--- src/rtl/core_pkg.sv ---
// Shared encodings for the RV32 multi-cycle sequencer.
// Includes the opcode constants, the FSM states, the instruction classes and the trap causes.
package core_pkg;

  localparam logic [6:0] OP_R      = 7'b0110011;
  localparam logic [6:0] OP_IALU   = 7'b0010011;
  localparam logic [6:0] OP_LOAD   = 7'b0000011;
  localparam logic [6:0] OP_STORE  = 7'b0100011;
  localparam logic [6:0] OP_BRANCH = 7'b1100011;

  typedef enum logic [1:0] {
    ALU_ADD   = 2'b00,
    ALU_SUB   = 2'b01,
    ALU_FUNCT = 2'b10
  } aluop_t;

  typedef enum logic [2:0] {
    S_FETCH     = 3'd0,
    S_DECODE    = 3'd1,
    S_EXECUTE   = 3'd2,
    S_MEMORY    = 3'd3,
    S_WRITEBACK = 3'd4,
    S_TRAP      = 3'd5
  } state_t;

  typedef enum logic [2:0] {
    CLS_R       = 3'd0,
    CLS_IALU    = 3'd1,
    CLS_LOAD    = 3'd2,
    CLS_STORE   = 3'd3,
    CLS_BRANCH  = 3'd4,
    CLS_ILLEGAL = 3'd5
  } class_t;

  localparam logic [1:0] CAUSE_NONE    = 2'b00;
  localparam logic [1:0] CAUSE_ILLEGAL = 2'b01;
  localparam logic [1:0] CAUSE_IMEM    = 2'b10;
  localparam logic [1:0] CAUSE_DMEM    = 2'b11;

  function automatic class_t decode_class(input logic [6:0] op);
    case (op)
      OP_R:      return CLS_R;
      OP_IALU:   return CLS_IALU;
      OP_LOAD:   return CLS_LOAD;
      OP_STORE:  return CLS_STORE;
      OP_BRANCH: return CLS_BRANCH;
      default:   return CLS_ILLEGAL;
    endcase
  endfunction

endpackage

--- src/rtl/seq_watchdog.sv ---
// Memory-handshake watchdog: counts wait cycles since the last clear and flags expiry.
// An ack in the expiry cycle masks the flag, so a late-but-in-time ack always wins.
module seq_watchdog #(
  parameter int TIMEOUT = 255
) (
  input  logic clk,
  input  logic rst_n,
  input  logic clear,
  input  logic enable,
  input  logic ack,
  output logic expired
);

  localparam int            CW      = (TIMEOUT < 2) ? 1 : $clog2(TIMEOUT + 1);
  localparam logic [CW-1:0] LAST    = CW'((TIMEOUT > 0) ? (TIMEOUT - 1) : 0);
  localparam logic          ENABLED = (TIMEOUT != 0);

  logic [CW-1:0] r_cnt;

  // r_cnt == LAST means this is wait cycle number TIMEOUT; saturate there
  always_ff @(posedge clk) begin
    if (!rst_n) begin
      r_cnt <= '0;
    end else if (clear) begin
      r_cnt <= '0;
    end else if (enable && (r_cnt != LAST)) begin
      r_cnt <= r_cnt + CW'(1);
    end else begin
      r_cnt <= r_cnt;
    end
  end

  assign expired = ENABLED && enable && !ack && (r_cnt == LAST);

endmodule

--- src/rtl/core_sequencer.sv ---
// Multi-cycle FETCH/DECODE/EXECUTE/MEMORY/WRITEBACK sequencer with a sticky trap state.
// Strobes are decoded from the registered state, and every output is forced to 0 while rst_n is low.
module core_sequencer
  import core_pkg::*;
#(
  parameter int TIMEOUT = 255,
  parameter int CNT_W   = 32
) (
  input  logic             clk,
  input  logic             rst_n,
  input  logic [6:0]       opcode,
  input  logic             alu_zero,
  output logic             imem_req,
  input  logic             imem_ack,
  output logic             dmem_req,
  output logic             dmem_we,
  input  logic             dmem_ack,
  output logic             ir_write,
  output logic             pc_write,
  output logic             pc_src,
  output logic             reg_write,
  output logic             alu_src,
  output logic             mem_to_reg,
  output logic [1:0]       aluop,
  output logic [CNT_W-1:0] retired,
  output logic             trap,
  output logic [1:0]       trap_cause
);

  state_t           r_state, w_next;
  class_t           r_class;
  logic [CNT_W-1:0] r_retired;
  logic             r_trap;
  logic [1:0]       r_cause, w_cause;
  logic             w_expired, w_wait, w_ack;
  logic             w_imem_req, w_dmem_req, w_dmem_we, w_ir_write, w_pc_write;
  logic             w_pc_src, w_reg_write, w_alu_src, w_mem_to_reg;
  aluop_t           w_aluop;

  assign w_wait = (r_state == S_FETCH) || (r_state == S_MEMORY);
  assign w_ack  = (r_state == S_FETCH) ? imem_ack : dmem_ack;

  seq_watchdog #(.TIMEOUT(TIMEOUT)) u_watchdog (
    .clk     (clk),
    .rst_n   (rst_n),
    .clear   (w_next != r_state),
    .enable  (w_wait),
    .ack     (w_ack),
    .expired (w_expired)
  );

  // Next state and per-state strobes
  always_comb begin
    w_next       = r_state;
    w_cause      = r_cause;
    w_imem_req   = 1'b0;
    w_dmem_req   = 1'b0;
    w_dmem_we    = 1'b0;
    w_ir_write   = 1'b0;
    w_pc_write   = 1'b0;
    w_pc_src     = 1'b0;
    w_reg_write  = 1'b0;
    w_alu_src    = 1'b0;
    w_mem_to_reg = 1'b0;
    w_aluop      = ALU_ADD;
    case (r_state)
      S_FETCH: begin
        w_imem_req = 1'b1;
        if (imem_ack) begin
          w_ir_write = 1'b1;
          w_next     = S_DECODE;
        end else if (w_expired) begin
          w_next  = S_TRAP;
          w_cause = CAUSE_IMEM;
        end else begin
          w_next = S_FETCH;
        end
      end
      S_DECODE: begin
        if (decode_class(opcode) == CLS_ILLEGAL) begin
          w_next  = S_TRAP;
          w_cause = CAUSE_ILLEGAL;
        end else begin
          w_next = S_EXECUTE;
        end
      end
      S_EXECUTE: begin
        case (r_class)
          CLS_R: begin
            w_aluop = ALU_FUNCT;
            w_next  = S_WRITEBACK;
          end
          CLS_IALU: begin
            w_alu_src = 1'b1;
            w_next    = S_WRITEBACK;
          end
          CLS_LOAD, CLS_STORE: begin
            w_alu_src = 1'b1;
            w_next    = S_MEMORY;
          end
          CLS_BRANCH: begin
            w_aluop    = ALU_SUB;
            w_pc_write = 1'b1;
            w_pc_src   = alu_zero;
            w_next     = S_FETCH;
          end
          default: begin
            w_next  = S_TRAP;
            w_cause = CAUSE_ILLEGAL;
          end
        endcase
      end
      S_MEMORY: begin
        w_dmem_req = 1'b1;
        w_dmem_we  = (r_class == CLS_STORE);
        if (dmem_ack) begin
          if (r_class == CLS_STORE) begin
            w_pc_write = 1'b1;
            w_next     = S_FETCH;
          end else begin
            w_next = S_WRITEBACK;
          end
        end else if (w_expired) begin
          w_next  = S_TRAP;
          w_cause = CAUSE_DMEM;
        end else begin
          w_next = S_MEMORY;
        end
      end
      S_WRITEBACK: begin
        w_reg_write  = 1'b1;
        w_mem_to_reg = (r_class == CLS_LOAD);
        w_pc_write   = 1'b1;
        w_next       = S_FETCH;
      end
      S_TRAP: begin
        w_next = S_TRAP;
      end
      default: begin
        w_next = S_FETCH;
      end
    endcase
  end

  // State, class latch, retire counter and sticky trap
  always_ff @(posedge clk) begin
    if (!rst_n) begin
      r_state   <= S_FETCH;
      r_class   <= CLS_R;
      r_retired <= '0;
      r_trap    <= 1'b0;
      r_cause   <= CAUSE_NONE;
    end else begin
      r_state <= w_next;
      if (r_state == S_DECODE) begin
        r_class <= decode_class(opcode);
      end
      if (w_pc_write) begin
        r_retired <= r_retired + CNT_W'(1);
      end
      if ((w_next == S_TRAP) && (r_state != S_TRAP)) begin
        r_trap  <= 1'b1;
        r_cause <= w_cause;
      end
    end
  end

  assign imem_req   = rst_n & w_imem_req;
  assign dmem_req   = rst_n & w_dmem_req;
  assign dmem_we    = rst_n & w_dmem_we;
  assign ir_write   = rst_n & w_ir_write;
  assign pc_write   = rst_n & w_pc_write;
  assign pc_src     = rst_n & w_pc_src;
  assign reg_write  = rst_n & w_reg_write;
  assign alu_src    = rst_n & w_alu_src;
  assign mem_to_reg = rst_n & w_mem_to_reg;
  assign aluop      = rst_n ? w_aluop : 2'b00;
  assign retired    = rst_n ? r_retired : '0;
  assign trap       = rst_n & r_trap;
  assign trap_cause = rst_n ? r_cause : 2'b00;

endmodule
--- config.mk ---
export PLATFORM = sky130hd
export DESIGN_NAME = core_sequencer
export DESIGN_NICKNAME = d
export VERILOG_FILES = /design/src/rtl/core_pkg.sv /design/src/rtl/seq_watchdog.sv /design/src/rtl/core_sequencer.sv
export SDC_FILE = /design/constraint.sdc
export NUM_CORES = 1
export LEC_CHECK = 0
export CAP_MARGIN = 25
export CORE_MARGIN = 10
export CORE_UTILIZATION = 50
export DETAILED_ROUTE_END_ITERATION = 10
export GPL_TIMING_DRIVEN = 0
export PLACE_DENSITY = 0.78
export SYNTH_ARGS = -nofsm -noshare
export SYNTH_HDL_FRONTEND = slang
export SYNTH_SLANG_ARGS = --single-unit
--- constraint.sdc ---
create_clock -name clk -period 2.84 [get_ports clk]
set_input_delay 0.284 -clock clk [delete_from_list [all_inputs] [get_ports clk]]
set_output_delay 0.284 -clock clk [all_outputs]
set_load 0.01 [all_outputs]
==> flow_summary.json, run 1 <==
{
  "cts.clk_slew.worst_paths_ps": 80,
  "grt_use_total": 0.156,
  "tightest_slew_ps": 707,
  "ir_drop_mv": 0.211,
  "grt_setup_unrepaired": "no",
  "critPathLaunchType": "input pin",
  "synth_area_leaders": "dfxtp_1, and2_1, xor2_1, nor2_1, or3_1",
  "multi_input_area_um2": 1730,
  "end_kind": "output port",
  "netlist_area_um2": 2840,
  "antenna_cells": 0,
  "worst-endpoint-arrival_ps": 2400,
  "die_w_um": 95.4,
  "antenna_left": 0,
  "cts-root-buf": "clkbuf_8",
  "grt_pass1_vias": 2543,
  "r2r-start": "u_watchdog.r_cnt[1]$_SDFFE_PP0P_",
  "cts_resized": 0,
  "ys_seq_area_frac": 0.345,
  "postSynthAreaPerCell_um2": 8.09,
  "antenna_found_initial": 0,
  "grt_overflow": 0,
  "report.final.slew_viol_count": 0,
  "synth_warnings": 0,
  "drt-total-wl_um": 6990,
  "finalHoldViolations": 0,
  "cap_violations": 0,
  "fin_crit_sh": 0.943,
  "syn-num-nets": 366,
  "required_ps": 2560,
  "seq_area_um2": 981,
  "port_buffers": 57,
  "fillCellCount": 499,
  "drt_iter0_markers": 136,
  "hp-start": "r_retired[1]$_SDFFE_PN0P_",
  "cts_made_buffers": 5,
  "finalSetupTns_ps": 0,
  "ys_ff_latch": 49,
  "fp.dieH_um": 95.4,
  "setup_viol_count_final": 0,
  "drt_first_pass_iters": 4,
  "layout-drive-gt1-share": 0.0769,
  "rr_worst_depth": 6,
  "cts_tree": "built",
  "grt_max_degree": 16,
  "synth_edf_count": 0,
  "fin_ws_ps": 161,
  "hold_path.class": "reg -> reg",
  "core_area_um2": 5510,
  "async_flop_share": 0,
  "die_area_um2": 9100,
  "synth_cell_types": 56,
  "synth_top_area_share": 0.345,
  "cp_max_fo": 10,
  "grt_pass1_wl_um": 11600,
  "fmax_mhz": 373,
  "hpwlAfterDp_um": 5280,
  "power.leakage_nw": 1.23,
  "dr_total_vias": 2713,
  "drc": 0,
  "cts.path.max_buffers": 2,
  "reg2reg_to": "u_watchdog.r_cnt[6]$_SDFFE_PP0P_",
  "nets": 430,
  "gp_congestion": 0.812,
  "yosys.area.top_type": "dfxtp_1",
  "post_cts_buffers": 0,
  "hold_ws_ps": 496,
  "row_count": 27,
  "area_growth_pct": 26.7,
  "clk_latency_ps": 310,
  "synth_ff_type": "dfxtp_1",
  "relSlewSlack": 0.529,
  "dp_slack_ps": 10.5,
  "hold_buffers": 0,
  "avgViaCountPerCell": 5.56,
  "num_io_pins": 58,
  "wl_per_cell_um": 14.3,
  "critPathKind": "in -> out",
  "period_minus_slack_ps": 2680,
  "finalPower_mw": 1.37,
  "r2r_slack_ps": 640,
  "postSynthCellCount": 351,
  "power_density_nw_per_um2": 381,
  "start_util": 0.516,
  "status": "complete, no violations",
  "cts_sinks": 49,
  "cp-startpoint": "rst_n",
  "htreeDepth": 2,
  "finalClockSkew_ps": 6.83,
  "endpoint": "retired[29]"
}
-- how the worst min path moves through the flow --
| stage | end | slack, ps | cells past startpoint |
|---|---|---|---|
| finish | r_retired[1]$_SDFFE_PN0P_ | 500 | 2 |
| global route | r_retired[31]$_SDFFE_PN0P_ | 530 | 2 |
| CTS | r_retired[31]$_SDFFE_PN0P_ | 490 | 2 |
| detailed placement | r_retired[31]$_SDFFE_PN0P_ | 480 | 2 |
| global placement | r_retired[31]$_SDFFE_PN0P_ | 460 | 2 |
| floorplan | r_retired[31]$_SDFFE_PN0P_ | 450 | 2 |
-- critical path, cell delays in order --
cell	delay, ps
clkdlybuf4s50_1	520
inv_1	170
clkbuf_1	460
clkbuf_2	370
nor2_1	90
clkdlybuf4s50_1	490
-- stage by stage --
stage / std cells / instance area (um2) / utilization
global placement: 480 / 3500 / 0.636
detailed placement: 480 / 3500 / 0.636
CTS: 488 / 3600 / 0.653
global route: 488 / 3600 / 0.653
floorplan: 351 / 2840 / -
finish: 488 / 3600 / 0.653
-- logic make-up after synthesis --
logic type      after synthesis  synth area share
simple gates                182             0.361
compound gates               69             0.171
flops                        49             0.345
buf+inv                      28            0.0458
xor+xnor                     18            0.0555
fa+ha+maj                     3            0.0132
mux                           2           0.00793
-- layout make-up --
cell class	instances	share of cell area
clock buffers	6	0.0229
repair buffers	57	0.159
inverters	10	0.0104
flip-flops and latches	49	0.273
well taps	72	0.0250
plain buffers	18	0.0261
clock inverters	2	0.00382
multi-input cells	274	0.481
-- cell usage after synthesis (2+ instances only) --
library cell,count
a211oi_1,2
a21oi_1,22
and2_1,36
and3_1,7
and4_1,3
buf_1,2
buf_2,4
buf_6,2
clkbuf_1,8
dfxtp_1,49
ha_1,3
inv_1,10
mux2_2,2
nand2_1,17
nand2b_1,5
nand3_1,15
nand4_1,15
nor2_1,33
nor2b_1,5
nor3_1,14
nor4_1,3
o21ai_0,22
o31ai_1,3
or3_1,19
or4_1,3
xnor2_1,3
xor2_1,15
-- report_power, final --
part           leakage [nW]  internal, mW  switching, mW  total [mW]
clock                0.0512         0.198          0.242       0.440
sequential            0.396         0.702         0.0131       0.715
combinational         0.783        0.0916          0.124       0.215
-- registers in the layout, indices dropped and copies added, names as in the netlist --
signal            cells
r_state               3
r_cause               2
u_watchdog.r_cnt      8
r_retired            32
r_class               3
r_trap                1
-- metal layers --
layer  share of wire  vias to the layer above  global-route usage
li1                -                     1374                   -
met1            0.44                     1252               0.181
met2            0.48                       75               0.272
met3           0.074                       12              0.0416
met4           0.014                        0              0.0491
met5               0                        -                   0
-- cell usage in the layout (no fill, tap or decap), drive strengths merged, types with 2 or more instances in the layout --
cell type	synthesis	routed
xor2	15	15
o31ai	4	4
clkbuf	9	14
ha	3	3
nand2b	5	5
or4	3	3
a211oi	3	3
nor2b	5	5
clkdlybuf4s50	0	57
nand3	16	16
or3	19	19
nor2	33	33
mux2	2	2
clkinv	0	2
nand4	16	16
a21oi	22	22
nor4	4	4
buf	9	10
inv	10	10
o21ai	22	22
and3	7	7
xnor2	3	3
o211ai	2	2
nand2	17	17
dfxtp	49	49
and2	36	36
and4	3	3
nor3	14	14
No activity file was read; power rests on OpenSTA's default activity.
==> run 2, diff against run 1 <==
Settings changed: CELL_PAD_IN_SITES_DETAIL_PLACEMENT set to 1, CELL_PAD_IN_SITES_GLOBAL_PLACEMENT set to 2, CORE_UTILIZATION 50 to 30, PLACE_DENSITY 0.78 to unset, PLACE_DENSITY_LB_ADDON set to 0.1.
==> flow_summary.json, run 2 (synthesized netlist as in run 1, its figures left out) <==
{
  "area_growth_pct": 30.5,
  "grt_use_total": 0.122,
  "fmax_mhz": 379,
  "avgViaCountPerCell": 5.06,
  "grt_setup_unrepaired": "no",
  "die_area_um2": 13800,
  "fp.dieH_um": 117,
  "crit_top_cell": "buf_6",
  "setup_viol_count_final": 0,
  "die_w_um": 117,
  "end_kind": "output port",
  "finalSetupTns_ps": 0,
  "cts_tree": "built",
  "row_count": 35,
  "num_io_pins": 58,
  "cts_made_buffers": 5,
  "largest_reg_flops": 32,
  "fin_util": 0.401,
  "cts-root-buf": "clkbuf_8",
  "grt_pass1_wl_um": 14400,
  "critPathKind": "reg -> out",
  "period_minus_slack_ps": 2640,
  "cts_sinks": 49,
  "crit_chain": "buf_6, or3b_4, o211ai_4, buf_6, nand2_1, nor2_1, clkdlybuf4s50_1",
  "port_buffers": 57,
  "grt_pass1_vias": 2851,
  "worst-endpoint-arrival_ps": 2360,
  "antenna_left": 0,
  "dp_cells": 537,
  "critPathLaunchType": "flip-flop",
  "start_util": 0.307,
  "drt_iter0_markers": 52,
  "finalClockSkew_ps": 13.4,
  "finalHoldViolations": 0,
  "layout_common_cells": "clkdlybuf4s50_1, dfxtp_1, and2_1",
  "cp-startpoint": "r_class[0]$_SDFFE_PN0P_",
  "top_register": "r_retired",
  "instances_no_fill": 544,
  "clk_latency_ps": 310,
  "drc": 0,
  "ir_drop_mv": 0.228,
  "max_stage_delay_ps": 540,
  "top_regs": "r_retired x32, u_watchdog.r_cnt x8",
  "hold_buffers": 0,
  "drt-total-wl_um": 8430,
  "report.final.slew_viol_count": 0,
  "power_density_nw_per_um2": 418,
  "final_common_cell": "clkdlybuf4s50_1",
  "fin_crit_sh": 0.930,
  "wl_per_cell_um": 15.5,
  "antenna_cells": 0,
  "power.leakage_nw": 1.25,
  "hold_path.class": "reg -> reg",
  "cap_violations": 0,
  "cts.clk_slew.worst_paths_ps": 100,
  "drt_first_pass_iters": 4,
  "r2r-start": "u_watchdog.r_cnt[1]$_SDFFE_PP0P_",
  "relSlewSlack": 0.491,
  "layout-drive-gt1-share": 0.0819,
  "grt_overflow": 0,
  "nets": 429,
  "dr_total_vias": 2754,
  "hpwlAfterDp_um": 6440,
  "cts.path.max_buffers": 2,
  "hp-start": "r_retired[31]$_SDFFE_PN0P_",
  "status": "complete, no violations",
  "tightest_slew_ps": 763,
  "required_ps": 2560,
  "htreeDepth": 2,
  "cp_max_fo": 10,
  "core_area_um2": 9240,
  "cp_slowest_cell": "clkdlybuf4s50_1",
  "antenna_found_initial": 0,
  "gp_congestion": 0.751,
  "grt_max_degree": 16
}
run 2: cell count changes in the layout (fill, tap and decap cells not counted), sizes merged:
cell	delta
clkinv	-1
clkbuf	-1
buf	-1
bufinv	+2
run 2: final timing paths:
path	to	slack [ps]	cells after the start
max	pc_write	200	7
min	r_retired[31]$_SDFFE_PN0P_	490	2
max reg2reg	u_watchdog.r_cnt[6]$_SDFFE_PP0P_	560	6
min reg2reg	r_retired[31]$_SDFFE_PN0P_	490	2
run 2: layout make-up:
cell class | count | area, um2
multi-input combinational | 274 | 1730
inverter | 10 | 37.5
clock buffer | 5 | 68.8
buffer | 17 | 91.3
sequential | 49 | 981
tap | 129 | 161
clock inverter | 3 | 65.1
fill | 1126 | 5530
timing repair buffer | 57 | 571
run 2: where the power goes:
part / internal, mW / total, mW / switching [mW]
Sequential: 0.702 / 0.716 / 0.0143
Clock: 0.350 / 0.610 / 0.260
Combinational: 0.0921 / 0.223 / 0.131
Total: 1.14 / 1.55 / 0.405
run 2: worst max-delay path: cells and delay by family, from the launching register on:
family,cells,cell delay (ps)
AOI/OAI and AO/OA,1,230
DFF,1,320
buffers and inverters,3,850
and+or+nand+nor,3,630
run 2: what timing repair did:
action,in CTS,in global routing
setup endpoints to repair,9,5
gates resized for setup,2,1
pin swaps,0,1
buffers inserted,0,0
run 2: per-stage QoR:
stage	area (um2)	setup WS (ps)	hold WS, ps	power [mW]
3_5_place_dp	3570	-121	470	0.959
6_report	3710	199	494	1.55
4_1_cts	3710	73.5	493	1.58
2_1_floorplan	2840	854	447	0.877
3_3_place_gp	3570	-140	467	0.957
5_1_grt	3710	7.17	533	1.63
run 2: layer usage:
layer	GRT usage	vias up	part of all wire
met5	0	-	0
met4	0.0383	0	0.012
met3	0.0264	7	0.035
met2	0.209	40	0.49
met1	0.147	1329	0.46
li1	-	1378	-
==> run 3, diff against run 2 <==
Settings changed: PLACE_DENSITY_LB_ADDON 0.1 to 0.15.
==> flow_summary.json, run 3 (synthesized netlist as in run 1, its figures left out) <==
{
  "dr_total_vias": 2716,
  "drt_iter0_markers": 47,
  "gp_congestion": 0.782,
  "ir_drop_mv": 0.191,
  "fmax_mhz": 379,
  "area_growth_pct": 30.0,
  "num_io_pins": 58,
  "critPathKind": "reg -> out",
  "grt_max_degree": 15,
  "grt_setup_unrepaired": "no",
  "power.leakage_nw": 1.24,
  "finalClockSkew_ps": 9.73,
  "top_register": "r_retired",
  "grt_overflow": 0,
  "netSwitchingPower_mw": 0.382,
  "drt_first_pass_iters": 4,
  "seq_area_um2": 981,
  "row_count": 35,
  "antenna_cells": 0,
  "layout-drive-gt1-share": 0.0819,
  "r2r-start": "u_watchdog.r_cnt[1]$_SDFFE_PP0P_",
  "grt_pass1_vias": 2818,
  "start_util": 0.307,
  "finalHoldViolations": 0,
  "critPathLaunchType": "flip-flop",
  "cts.clk_slew.worst_paths_ps": 100,
  "finalSetupTns_ps": 0,
  "cp-startpoint": "r_class[0]$_SDFFE_PN0P_",
  "cts_tree": "built",
  "layout_common_cells": "clkdlybuf4s50_1, dfxtp_1, and2_1",
  "largest_reg_flops": 32,
  "p_seq_frac": 0.489,
  "power_density_nw_per_um2": 397,
  "tightest_slew_ps": 804,
  "status": "complete, no violations",
  "cts_made_buffers": 5,
  "fin_util": 0.399,
  "grt_use_total": 0.120,
  "avgViaCountPerCell": 4.99,
  "nets": 429,
  "cts-root-buf": "clkbuf_8",
  "antenna_left": 0,
  "die_w_um": 117,
  "htreeDepth": 2,
  "fin_crit_sh": 0.930,
  "hold_buffers": 0,
  "dp_cells": 537,
  "hp-start": "r_retired[31]$_SDFFE_PN0P_",
  "cp_max_fo": 10,
  "core_area_um2": 9240,
  "final_common_cell": "clkdlybuf4s50_1",
  "clk_latency_ps": 300,
  "cap_violations": 0,
  "p_clk_frac": 0.359,
  "die_area_um2": 13800,
  "cts_sinks": 49,
  "post_cts_buffers": 0,
  "drt-total-wl_um": 8250,
  "pwr-share-comb": 0.152,
  "antenna_found_initial": 0,
  "hold_path.class": "reg -> reg",
  "grt_pass1_wl_um": 14300,
  "instances_no_fill": 544,
  "worst-endpoint-arrival_ps": 2360,
  "setup_viol_count_final": 0,
  "fillCellCount": 1113,
  "hpwlAfterDp_um": 6390,
  "top_regs": "r_retired x32, u_watchdog.r_cnt x8",
  "period_minus_slack_ps": 2640,
  "multi_input_area_um2": 1730,
  "report.final.slew_viol_count": 0,
  "relSlewSlack": 0.464,
  "cts.path.max_buffers": 2,
  "wl_per_cell_um": 15.2,
  "power.internal_mw": 1.08,
  "swShare": 0.261,
  "required_ps": 2560,
  "fp.dieH_um": 117,
  "port_buffers": 57,
  "drc": 0,
  "end_kind": "output port"
}
## run 3: cell count changes in the layout (fill, tap and decap cells not counted)
cell,change
clkinv_2,-1
clkbuf_2,+1
clkbuf_8,+1
bufinv_16,-1
## run 3: stage by stage
step	hold slack (ps)	total power [mW]	area, um2	worst slack (ps)
after floorplan	447	0.877	2840	854
after global placement	466	0.956	3570	-132
after detailed placement	476	0.960	3570	-109
after CTS	498	1.49	3690	67.0
after global routing	522	1.54	3690	24.6
final	500	1.46	3690	198
## run 3: layer usage
metal,vias to the layer above,global-route usage,share of wire
li1,1379,-,-
met3,5,0.0312,0.047
met1,1297,0.140,0.44
met5,-,0,0
met2,35,0.213,0.51
met4,0,0.0243,0.0076
## run 3: area by class of cell
cell class	instances	area share
multi-input combinational	274	0.469
clock inverter	1	0.00814
clock buffer	7	0.0234
buffer	17	0.0251
tap	129	0.0437
inverter	10	0.0102
sequential	49	0.266
timing repair buffer	57	0.155
## run 3: repair_timing
item	in CTS	in global routing
resized for setup	2	3
pin swaps	0	1
endpoints found under the setup margin	9	16
## run 3: final timing paths
path	to	slack, ps	cells after the start
worst min-delay path	r_retired[31]$_SDFFE_PN0P_	500	2
worst max register to register	u_watchdog.r_cnt[6]$_SDFFE_PP0P_	560	6
worst max-delay path	pc_write	200	7
worst min register to register	r_retired[31]$_SDFFE_PN0P_	500	2
## run 3: critical path, cell delays in order (launching register included)
cell and delay (ps):
dfxtp_1 320, buf_6 130, or3b_4 420, o211ai_4 230, buf_6 190, nand2_1 110, nor2_1 100, clkdlybuf4s50_1 550
## run 3: power by group through the flow
stage	Clock [mW]	Combinational (mW)	Sequential [mW]
floorplan	0	0.149	0.728
global placement	0	0.224	0.732
detailed placement	0	0.228	0.732
CTS	0.545	0.229	0.716
global route	0.572	0.249	0.719
finish	0.525	0.223	0.716
